==> config.mk <==
export PLATFORM = sky130hd
export DESIGN_NAME = pwm_capture
export DESIGN_NICKNAME = d
export VERILOG_FILES = /design/src/rtl/pwm_capture.sv
export SDC_FILE = /design/constraint.sdc
export NUM_CORES = 1
export LEC_CHECK = 0
export ABC_CLOCK_PERIOD_IN_PS = 2000
export CORE_UTILIZATION = 45
export CTS_BUF_LIST = sky130_fd_sc_hd__clkbuf_4 sky130_fd_sc_hd__clkbuf_8
export DETAILED_ROUTE_END_ITERATION = 10
export PLACE_DENSITY = 0.71
export SYNTH_ARGS = -nofsm -noshare
export SYNTH_HDL_FRONTEND = slang
export SYNTH_SLANG_ARGS = --single-unit
export TNS_END_PERCENT = 100
==> constraint.sdc <==
create_clock -name i_clk -period 2 [get_ports i_clk]
set_input_delay 0.4 -clock i_clk [delete_from_list [all_inputs] [get_ports i_clk]]
set_output_delay 0.4 -clock i_clk [all_outputs]
set_load 0.02 [all_outputs]
==> src/rtl/pwm_capture.sv <==
// PWM input capture: measures period and high time of an asynchronous PWM input
// in i_clk cycles and reports them through a 16-bit Wishbone register window.
module pwm_capture #(
  parameter int CNT_W       = 16,
  parameter int SYNC_STAGES = 2
) (
  input  logic        i_clk,
  input  logic        i_rst,
  input  logic        i_wb_cyc,
  input  logic        i_wb_stb,
  input  logic        i_wb_we,
  input  logic [3:0]  i_wb_adr,
  input  logic [15:0] i_wb_data,
  output logic        o_wb_ack,
  output logic [15:0] o_wb_data,
  input  logic        i_pwm,
  output logic [15:0] o_dc,
  output logic        o_dc_valid,
  output logic        o_irq
);

  localparam logic [1:0] ST_IDLE = 2'd0;
  localparam logic [1:0] ST_ARM  = 2'd1;
  localparam logic [1:0] ST_HIGH = 2'd2;
  localparam logic [1:0] ST_LOW  = 2'd3;

  localparam logic [CNT_W-1:0] CNT_MAX = {CNT_W{1'b1}};
  localparam logic [CNT_W-1:0] CNT_ONE = CNT_W'(1);
  localparam logic [CNT_W-1:0] CNT_ZERO = CNT_W'(0);

  function automatic logic [15:0] zext(input logic [CNT_W-1:0] v);
    logic [15:0] r;
    r = 16'h0000;
    r[CNT_W-1:0] = v;
    return r;
  endfunction

  logic [SYNC_STAGES-1:0] sync_r;
  logic                   hist_r;
  logic                   sync_s;
  logic                   rise_s;
  logic                   fall_s;

  logic [1:0]       state_r;
  logic [1:0]       state_nx_s;
  logic [CNT_W-1:0] cnt_r;
  logic [CNT_W-1:0] cnt_nx_s;
  logic [CNT_W-1:0] high_cap_r;
  logic [CNT_W-1:0] period_r;
  logic [CNT_W-1:0] high_r;
  logic             capture_s;
  logic             ovf_s;
  logic             fall_cap_s;
  logic             auto_clr_s;

  logic        enable_r;
  logic        irq_en_r;
  logic        one_shot_r;
  logic        valid_r;
  logic        overflow_r;
  logic        dc_valid_r;
  logic        irq_r;
  logic        ack_r;
  logic [15:0] rdata_r;
  logic [15:0] rdata_s;

  logic       req_s;
  logic       wr_s;
  logic [2:0] word_s;
  logic       ctrl_wr_s;
  logic       stat_wr_s;
  logic       busy_s;

  assign sync_s = sync_r[SYNC_STAGES-1];
  assign rise_s = sync_s & ~hist_r;
  assign fall_s = ~sync_s & hist_r;

  assign req_s     = i_wb_cyc & i_wb_stb & ~ack_r;
  assign wr_s      = req_s & i_wb_we;
  assign word_s    = i_wb_adr[3:1];
  assign ctrl_wr_s = wr_s & (word_s == 3'd0);
  assign stat_wr_s = wr_s & (word_s == 3'd1);
  assign busy_s    = (state_r != ST_IDLE);

  assign o_wb_ack   = ack_r;
  assign o_wb_data  = rdata_r;
  assign o_dc       = zext(high_r);
  assign o_dc_valid = dc_valid_r;
  assign o_irq      = irq_r;

  // Input synchronizer plus history flop for edge detection
  always_ff @(posedge i_clk or negedge i_rst) begin
    if (!i_rst) begin
      sync_r <= '0;
      hist_r <= 1'b0;
    end else begin
      sync_r <= {sync_r[SYNC_STAGES-2:0], i_pwm};
      hist_r <= sync_s;
    end
  end

  // Measurement FSM next-state and counter logic
  always_comb begin
    state_nx_s = state_r;
    cnt_nx_s   = cnt_r;
    capture_s  = 1'b0;
    ovf_s      = 1'b0;
    fall_cap_s = 1'b0;
    auto_clr_s = 1'b0;
    if (!enable_r) begin
      state_nx_s = ST_IDLE;
      cnt_nx_s   = CNT_ZERO;
    end else begin
      case (state_r)
        ST_IDLE: begin
          state_nx_s = ST_ARM;
          cnt_nx_s   = CNT_ZERO;
        end
        ST_ARM: begin
          if (rise_s) begin
            state_nx_s = ST_HIGH;
            cnt_nx_s   = CNT_ONE;
          end else begin
            cnt_nx_s = CNT_ZERO;
          end
        end
        ST_HIGH: begin
          if (fall_s) begin
            fall_cap_s = 1'b1;
            state_nx_s = ST_LOW;
            cnt_nx_s   = cnt_r + CNT_ONE;
          end else if (cnt_r == CNT_MAX) begin
            ovf_s      = 1'b1;
            state_nx_s = ST_ARM;
            cnt_nx_s   = CNT_ZERO;
          end else begin
            cnt_nx_s = cnt_r + CNT_ONE;
          end
        end
        ST_LOW: begin
          if (rise_s) begin
            capture_s = 1'b1;
            if (one_shot_r) begin
              auto_clr_s = 1'b1;
              state_nx_s = ST_IDLE;
              cnt_nx_s   = CNT_ZERO;
            end else begin
              state_nx_s = ST_HIGH;
              cnt_nx_s   = CNT_ONE;
            end
          end else if (cnt_r == CNT_MAX) begin
            ovf_s      = 1'b1;
            state_nx_s = ST_ARM;
            cnt_nx_s   = CNT_ZERO;
          end else begin
            cnt_nx_s = cnt_r + CNT_ONE;
          end
        end
        default: begin
          state_nx_s = ST_IDLE;
          cnt_nx_s   = CNT_ZERO;
        end
      endcase
    end
  end

  // FSM state, counter and measurement result registers
  always_ff @(posedge i_clk or negedge i_rst) begin
    if (!i_rst) begin
      state_r    <= ST_IDLE;
      cnt_r      <= CNT_ZERO;
      high_cap_r <= CNT_ZERO;
      period_r   <= CNT_ZERO;
      high_r     <= CNT_ZERO;
      dc_valid_r <= 1'b0;
    end else begin
      state_r    <= state_nx_s;
      cnt_r      <= cnt_nx_s;
      dc_valid_r <= capture_s;
      if (fall_cap_s) begin
        high_cap_r <= cnt_r;
      end
      if (capture_s) begin
        period_r <= cnt_r;
        high_r   <= high_cap_r;
      end
    end
  end

  // Control/status registers; hardware set beats W1C, bus write beats auto-clear
  always_ff @(posedge i_clk or negedge i_rst) begin
    if (!i_rst) begin
      enable_r   <= 1'b0;
      irq_en_r   <= 1'b0;
      one_shot_r <= 1'b0;
      valid_r    <= 1'b0;
      overflow_r <= 1'b0;
      irq_r      <= 1'b0;
    end else begin
      if (ctrl_wr_s) begin
        enable_r   <= i_wb_data[0];
        irq_en_r   <= i_wb_data[1];
        one_shot_r <= i_wb_data[2];
      end else if (auto_clr_s) begin
        enable_r <= 1'b0;
      end
      if (capture_s) begin
        valid_r <= 1'b1;
      end else if (stat_wr_s && i_wb_data[0]) begin
        valid_r <= 1'b0;
      end
      if (ovf_s) begin
        overflow_r <= 1'b1;
      end else if (stat_wr_s && i_wb_data[1]) begin
        overflow_r <= 1'b0;
      end
      irq_r <= irq_en_r & (valid_r | overflow_r);
    end
  end

  // Register read multiplexer
  always_comb begin
    rdata_s = 16'h0000;
    case (word_s)
      3'd0:    rdata_s = {13'h0000, one_shot_r, irq_en_r, enable_r};
      3'd1:    rdata_s = {13'h0000, busy_s, overflow_r, valid_r};
      3'd2:    rdata_s = zext(period_r);
      3'd3:    rdata_s = zext(high_r);
      default: rdata_s = 16'h0000;
    endcase
  end

  // Wishbone acknowledge and registered read data
  always_ff @(posedge i_clk or negedge i_rst) begin
    if (!i_rst) begin
      ack_r   <= 1'b0;
      rdata_r <= 16'h0000;
    end else begin
      ack_r <= req_s;
      if (req_s) begin
        rdata_r <= rdata_s;
      end
    end
  end

endmodule
==> results.yml, run 1 <==
setup_path:
  cp.required_ps: 2230
  crit_arrival_ps: 2050
  path_max_fanout: 14
  path_class: "reg -> reg"
  reg2reg_setup_slack_ps: 180
  r2r-start: "cnt_r[0]"
  cp-start-kind: "flip-flop"
  r2r_cells: 6
  setup.worst_path.end_class: "flip-flop"
  worst_r2r_endpoint: "cnt_r[1]"
detailed_routing:
  first_pass_iters: 4
  post_drt_wl_per_cell_um: 15.7
  drt_iter0_drc: 65
  ant_nets: 0
  drc: 0
  routed_via_density: 5.29
  wl_mm: 7.60
  vias: 2560
timing:
  hold_viol: 0
  relSlewSlack_pct: 64.5
  worst_slew_pin_slew_ps: 532
  fmax_mhz: 551
  final.setup_skew_ps: 9.35
  rsz0062_at_grt: "false"
  timing.final.crit_share_pct: 90.8
  tns_ps: 0
  fin_crit_ps: 1820
  drv_slew: 0
  setup_viol: 0
placed_design:
  place_area_sq_um: 4730
  dp_hpwl_mm: 5.39
  place.gp.congestion: 0.816
  portBuffers: 46
clock_network:
  holdBufCountCts: 0
  clock_path_buffers: 2
  cts_root_buffer: "clkbuf_8"
  postCtsSetupBuffers: 0
  cts_tree: "done"
  clock_latency_ps: 350
  numCtsBuffers: 9
  cts_max_level: 3
  cts.reportedPaths.clkPinSlew_ps: 90
  cts_sinks: 93
  ctsResizeCount: 0
synth:
  synth_xor_area_share_pct: 3.12
  synth-simple-area-share_pct: 8.55
  synth_edf_count: 0
  netlist_area_sq_um: 3940
  ys_seq_area_share_pct: 59.1
  synth_cells: 299
  synthMuxAreaShare_pct: 19.3
  synth.distinct_cells: 39
  syn-num-nets: 326
  synth-compound-area-share_pct: 7.06
  synth-seq-cells: 93
  synth_top_family_by_area: "multiplexers"
  avgSynthCellArea_sq_um: 13.2
  synth_async_sr_flop_share_pct: 100
  ys_warn_count: 0
  synth_flop_cell: "dfrtp_1"
  synthAdderAreaFrac_pct: 0.318
die:
  ios: 61
  start_util_pct: 47.2
  die_w_um: 95.5
  die-area_sq_um: 9130
  rows: 33
  fp.dieH_um: 95.5
  core_area_sq_um: 8340
finish:
  fillers: 677
  layout_common_cells: "93 x dfrtp_1, 50 x mux2_2, 45 x clkdlybuf4s50_1"
  final_common_cell: "dfrtp_1"
  area_growth_pct: 25.3
  drive_above_1_share_pct: 29.3
  final_cell_area_sq_um: 4930
  antenna_cells: 0
  nets: 401
grt:
  gr-total-overflow: 0
  grt_pass1_vias: 2506
  grt_pass1_wl_mm: 12.6
  grt_max_degree: 40
  antenna_found_initial: 0
  grt.total_usage_pct: 18.6
power_and_ir_drop:
  power_density_nw_per_um2: 828
  p_leak_nw: 2.26
  ir_drop_v: 0.000418
job:
  maxCapViolations: 0
outcome:
  status: "completed"
min_path:
  hold_class: "in -> async"
stage by stage:
step | util [%] | power [mW] | hold slack, ps | std cells | setup WS [ps]
floorplan | - | 2.55 | 104 | 299 | 95.1
global placement | 56.7 | 2.85 | 335 | 468 | 56.3
detailed placement | 56.7 | 2.87 | 337 | 468 | 68.3
CTS | 59.1 | 4.13 | 25.3 | 484 | 73.0
global route | 59.2 | 4.29 | 48.9 | 484 | 82.1
finish | 59.2 | 4.09 | 22.4 | 484 | 185
registers in the layout, indices dropped and copies added (netlist names), 2 cells and up:
signal      cells
cnt_r          16
high_cap_r     16
o_dc           16
o_wb_data      16
period_r       16
state_r         2
sync_r          2
per-layer routing:
layer | track usage (%) | part of all wire [%] | vias to the layer above
met2 | 28.6 | 47 | 41
li1 | - | - | 1217
met5 | 0 | 0 | -
met3 | 3.43 | 2.6 | 12
met1 | 25.6 | 49 | 1290
met4 | 8.33 | 1.8 | 0
cell type report:
| type | count | area [sq um] | area share (%) |
|---|---|---|---|
| Tap cell | 105 | 131 | 2.66 |
| Sequential cell | 93 | 2330 | 47.2 |
| Clock inverter | 6 | 72.6 | 1.47 |
| Clock buffer | 10 | 131 | 2.66 |
| Timing Repair Buffer | 78 | 736 | 14.9 |
| Multi-Input combinational cell | 187 | 1520 | 30.7 |
| Inverter | 5 | 18.8 | 0.380 |
worst max path at each step:
stage	slack (ps)	cells after the start	start	endpoint
3_5_place_dp	70	3	i_wb_adr[1]	o_wb_data[2]
5_1_grt	80	6	cnt_r[0]	overflow_r
2_1_floorplan	100	7	cnt_r[0]	cnt_r[11]
3_3_place_gp	60	3	i_wb_adr[1]	o_wb_data[2]
6_report	180	6	cnt_r[0]	cnt_r[1]
4_1_cts	70	6	cnt_r[0]	cnt_r[1]
report_power, final:
| group | total [mW] | internal, mW | switching (mW) |
|---|---|---|---|
| Combinational | 0.694 | 0.359 | 0.335 |
| Clock | 1.26 | 0.603 | 0.657 |
| Sequential | 2.13 | 2.02 | 0.113 |
synth_stat cells, types with 3 or more instances:
master | number | area, sq um
mux4_2 | 3 | 67.6
xnor2_1 | 13 | 114
nand2_1 | 22 | 82.6
o21ai_0 | 17 | 85.1
mux2_2 | 50 | 563
nand3_1 | 6 | 30.0
nor3_1 | 4 | 20.0
nor4_1 | 4 | 25.0
nor2_1 | 7 | 26.3
inv_1 | 5 | 18.8
buf_2 | 7 | 35.0
dfrtp_1 | 93 | 2330
clkbuf_1 | 3 | 11.3
mux2i_1 | 13 | 130
a21oi_1 | 14 | 70.1
nand4_1 | 4 | 25.0
a22o_1 | 3 | 26.3
kinds of logic after synthesis:
group                    after synthesis
flip-flops                            93
multiplexers                          66
AND/OR/NAND/NOR                       61
AO/OA/AOI/OAI                         45
buffers and inverters                 19
XOR/XNOR                              14
adder cells (fa/ha/maj)                1
worst max-delay path: stages, from the launching register on:
cell      delay, ps
dfrtp_1         370
ha_1            210
nand3_2         100
or4_4           540
o211ai_4        240
buf_12          160
a21boi_0         80
Power figures use the tool's default switching activity.
==> run 2, diff against run 1 <==
Settings changed: CELL_PAD_IN_SITES_DETAIL_PLACEMENT set to 2, CELL_PAD_IN_SITES_GLOBAL_PLACEMENT set to 2, CORE_UTILIZATION 45 to 34, PLACE_DENSITY 0.71 to unset, PLACE_DENSITY_LB_ADDON set to 0.1.
==> run 2 against run 1 <==
Effect of this change: die area rose by 32%; total power shrank 0.95%; critical path depth shrank 5; clock power fell by 6%; critical endpoint is now o_dc[7]; largest cell class unchanged.
==> results.yml, run 2 (synthesized netlist as in run 1, its figures left out) <==
clock_network:
  clock_latency_ps: 370
  cts_tree: "done"
  clock_path_buffers: 2
  numCtsBuffers: 9
  cts_root_buffer: "clkbuf_8"
  cts.reportedPaths.clkPinSlew_ps: 90
  cts_max_level: 3
  cts_sinks: 93
  postCtsSetupBuffers: 0
power_and_ir_drop:
  p_leak_nw: 2.28
  power.share.switching_pct: 28.3
  p_int_mw: 2.90
  pwr-share-clk_pct: 29.2
  seqPwrFrac_pct: 52.7
  power_mw: 4.05
  p_sw_mw: 1.15
  ir_drop_v: 0.000382
  power_density_nw_per_um2: 809
  p_comb_share_pct: 18.2
detailed_routing:
  routed_via_density: 5.02
  ant_nets: 0
  first_pass_iters: 4
  vias: 2621
  wl_mm: 9.57
  post_drt_wl_per_cell_um: 18.3
  drc: 0
  drt_iter0_drc: 51
job:
  maxCapViolations: 0
grt:
  grt_max_degree: 40
  grt_pass1_wl_mm: 15.6
  grt.total_usage_pct: 17.8
  grt_pass1_vias: 2854
  gr-total-overflow: 0
  antenna_found_initial: 0
die:
  start_util_pct: 35.5
  ios: 61
  rows: 38
  core_area_sq_um: 11100
  fp.dieH_um: 110
  die_w_um: 110
  die-area_sq_um: 12000
timing:
  hold_viol: 0
  fin_crit_ps: 1840
  drv_slew: 0
  tns_ps: 0
  worst_slew_pin_slew_ps: 410
  final.setup_skew_ps: 8.42
  fmax_mhz: 543
  setup_viol: 0
  relSlewSlack_pct: 72.7
  rsz0062_at_grt: "false"
  timing.final.crit_share_pct: 92.1
placed_design:
  place.gp.congestion: 0.714
  dp_hpwl_mm: 7.08
  portBuffers: 46
setup_path:
  path_delay_family: "buffers and inverters"
  crit_arrival_ps: 1440
  path_class: "reg -> out"
  cp-start-kind: "flip-flop"
  path_max_fanout: 3
  cp_slowest_cell: "clkdlybuf4s50_1"
  setup.worst_path.end_class: "primary output"
  cp.required_ps: 1600
  critical-path-max-stage-delay_ps: 630
  cp_num_buf_inv: 1
  cp_cell_sequence: "clkdlybuf4s50_1"
min_path:
  hold_class: "reg -> reg"
finish:
  drive_above_1_share_pct: 29.6
  final_common_cell: "dfrtp_1"
  layout_common_cells: "93 x dfrtp_1, 50 x mux2_2, 45 x clkdlybuf4s50_1"
  area_growth_pct: 27.1
  antenna_cells: 0
  nets: 404
outcome:
  status: "completed"
-- run 2: stage by stage --
| stage | std cells | cell area (sq um) | hold WS (ps) | setup slack [ps] | util, % |
|---|---|---|---|---|---|
| floorplan | 299 | 3940 | 104 | 95.1 | - |
| global placement | 505 | 4810 | 336 | 64.9 | 43.4 |
| detailed placement | 505 | 4810 | 347 | 34.4 | 43.4 |
| CTS | 522 | 5000 | 368 | 53.1 | 45.1 |
| global route | 522 | 5000 | 387 | 73.9 | 45.2 |
| finish | 522 | 5000 | 364 | 158 | 45.2 |
-- run 2: power groups by stage --
stage	Clock, mW	Sequential [mW]	Combinational, mW
detailed placement	0	2.17	0.748
finish	1.18	2.13	0.736
floorplan	0	2.17	0.378
global route	1.30	2.15	0.807
CTS	1.24	2.13	0.750
global placement	0	2.17	0.733
-- run 2: final cells by class --
| type | instances | area, sq um |
|---|---|---|
| clock buffer | 11 | 145 |
| clock inverter | 5 | 35.0 |
| fill | 1137 | 6070 |
| inverter | 5 | 18.8 |
| multi-input combinational | 187 | 1520 |
| sequential | 93 | 2330 |
| tap | 140 | 175 |
| timing repair buffer | 81 | 786 |
-- run 2: timing repair --
item | in CTS | in global routing
endpoints found under the hold margin | 26 | 0
resized for setup | 0 | 1
hold buffers | 1 | 0
setup endpoints to repair | 0 | 15
-- run 2: per-layer routing --
metal	GRT usage [%]	share of wire, %	vias up	routed length [um]
li1	-	-	1223	-
met1	23.8	47	1350	4540
met2	28.7	48	40	4620
met3	4.92	3.3	8	311
met4	4.57	0.99	0	95
met5	0	0	-	0
-- run 2: path summary, 6_finish.rpt --
check	from	endpoint	slack, ps	depth (start not counted)
min in group asynchronous	i_rst	o_irq	490	2
worst min-delay path	sync_r[0]	sync_r[1]	360	0
worst min register to register	sync_r[0]	sync_r[1]	360	0
max in group asynchronous	i_rst	high_cap_r[8]	940	3
worst max-delay path	o_dc[7]	o_dc[7]	160	1
worst max register to register	cnt_r[1]	cnt_r[11]	190	6
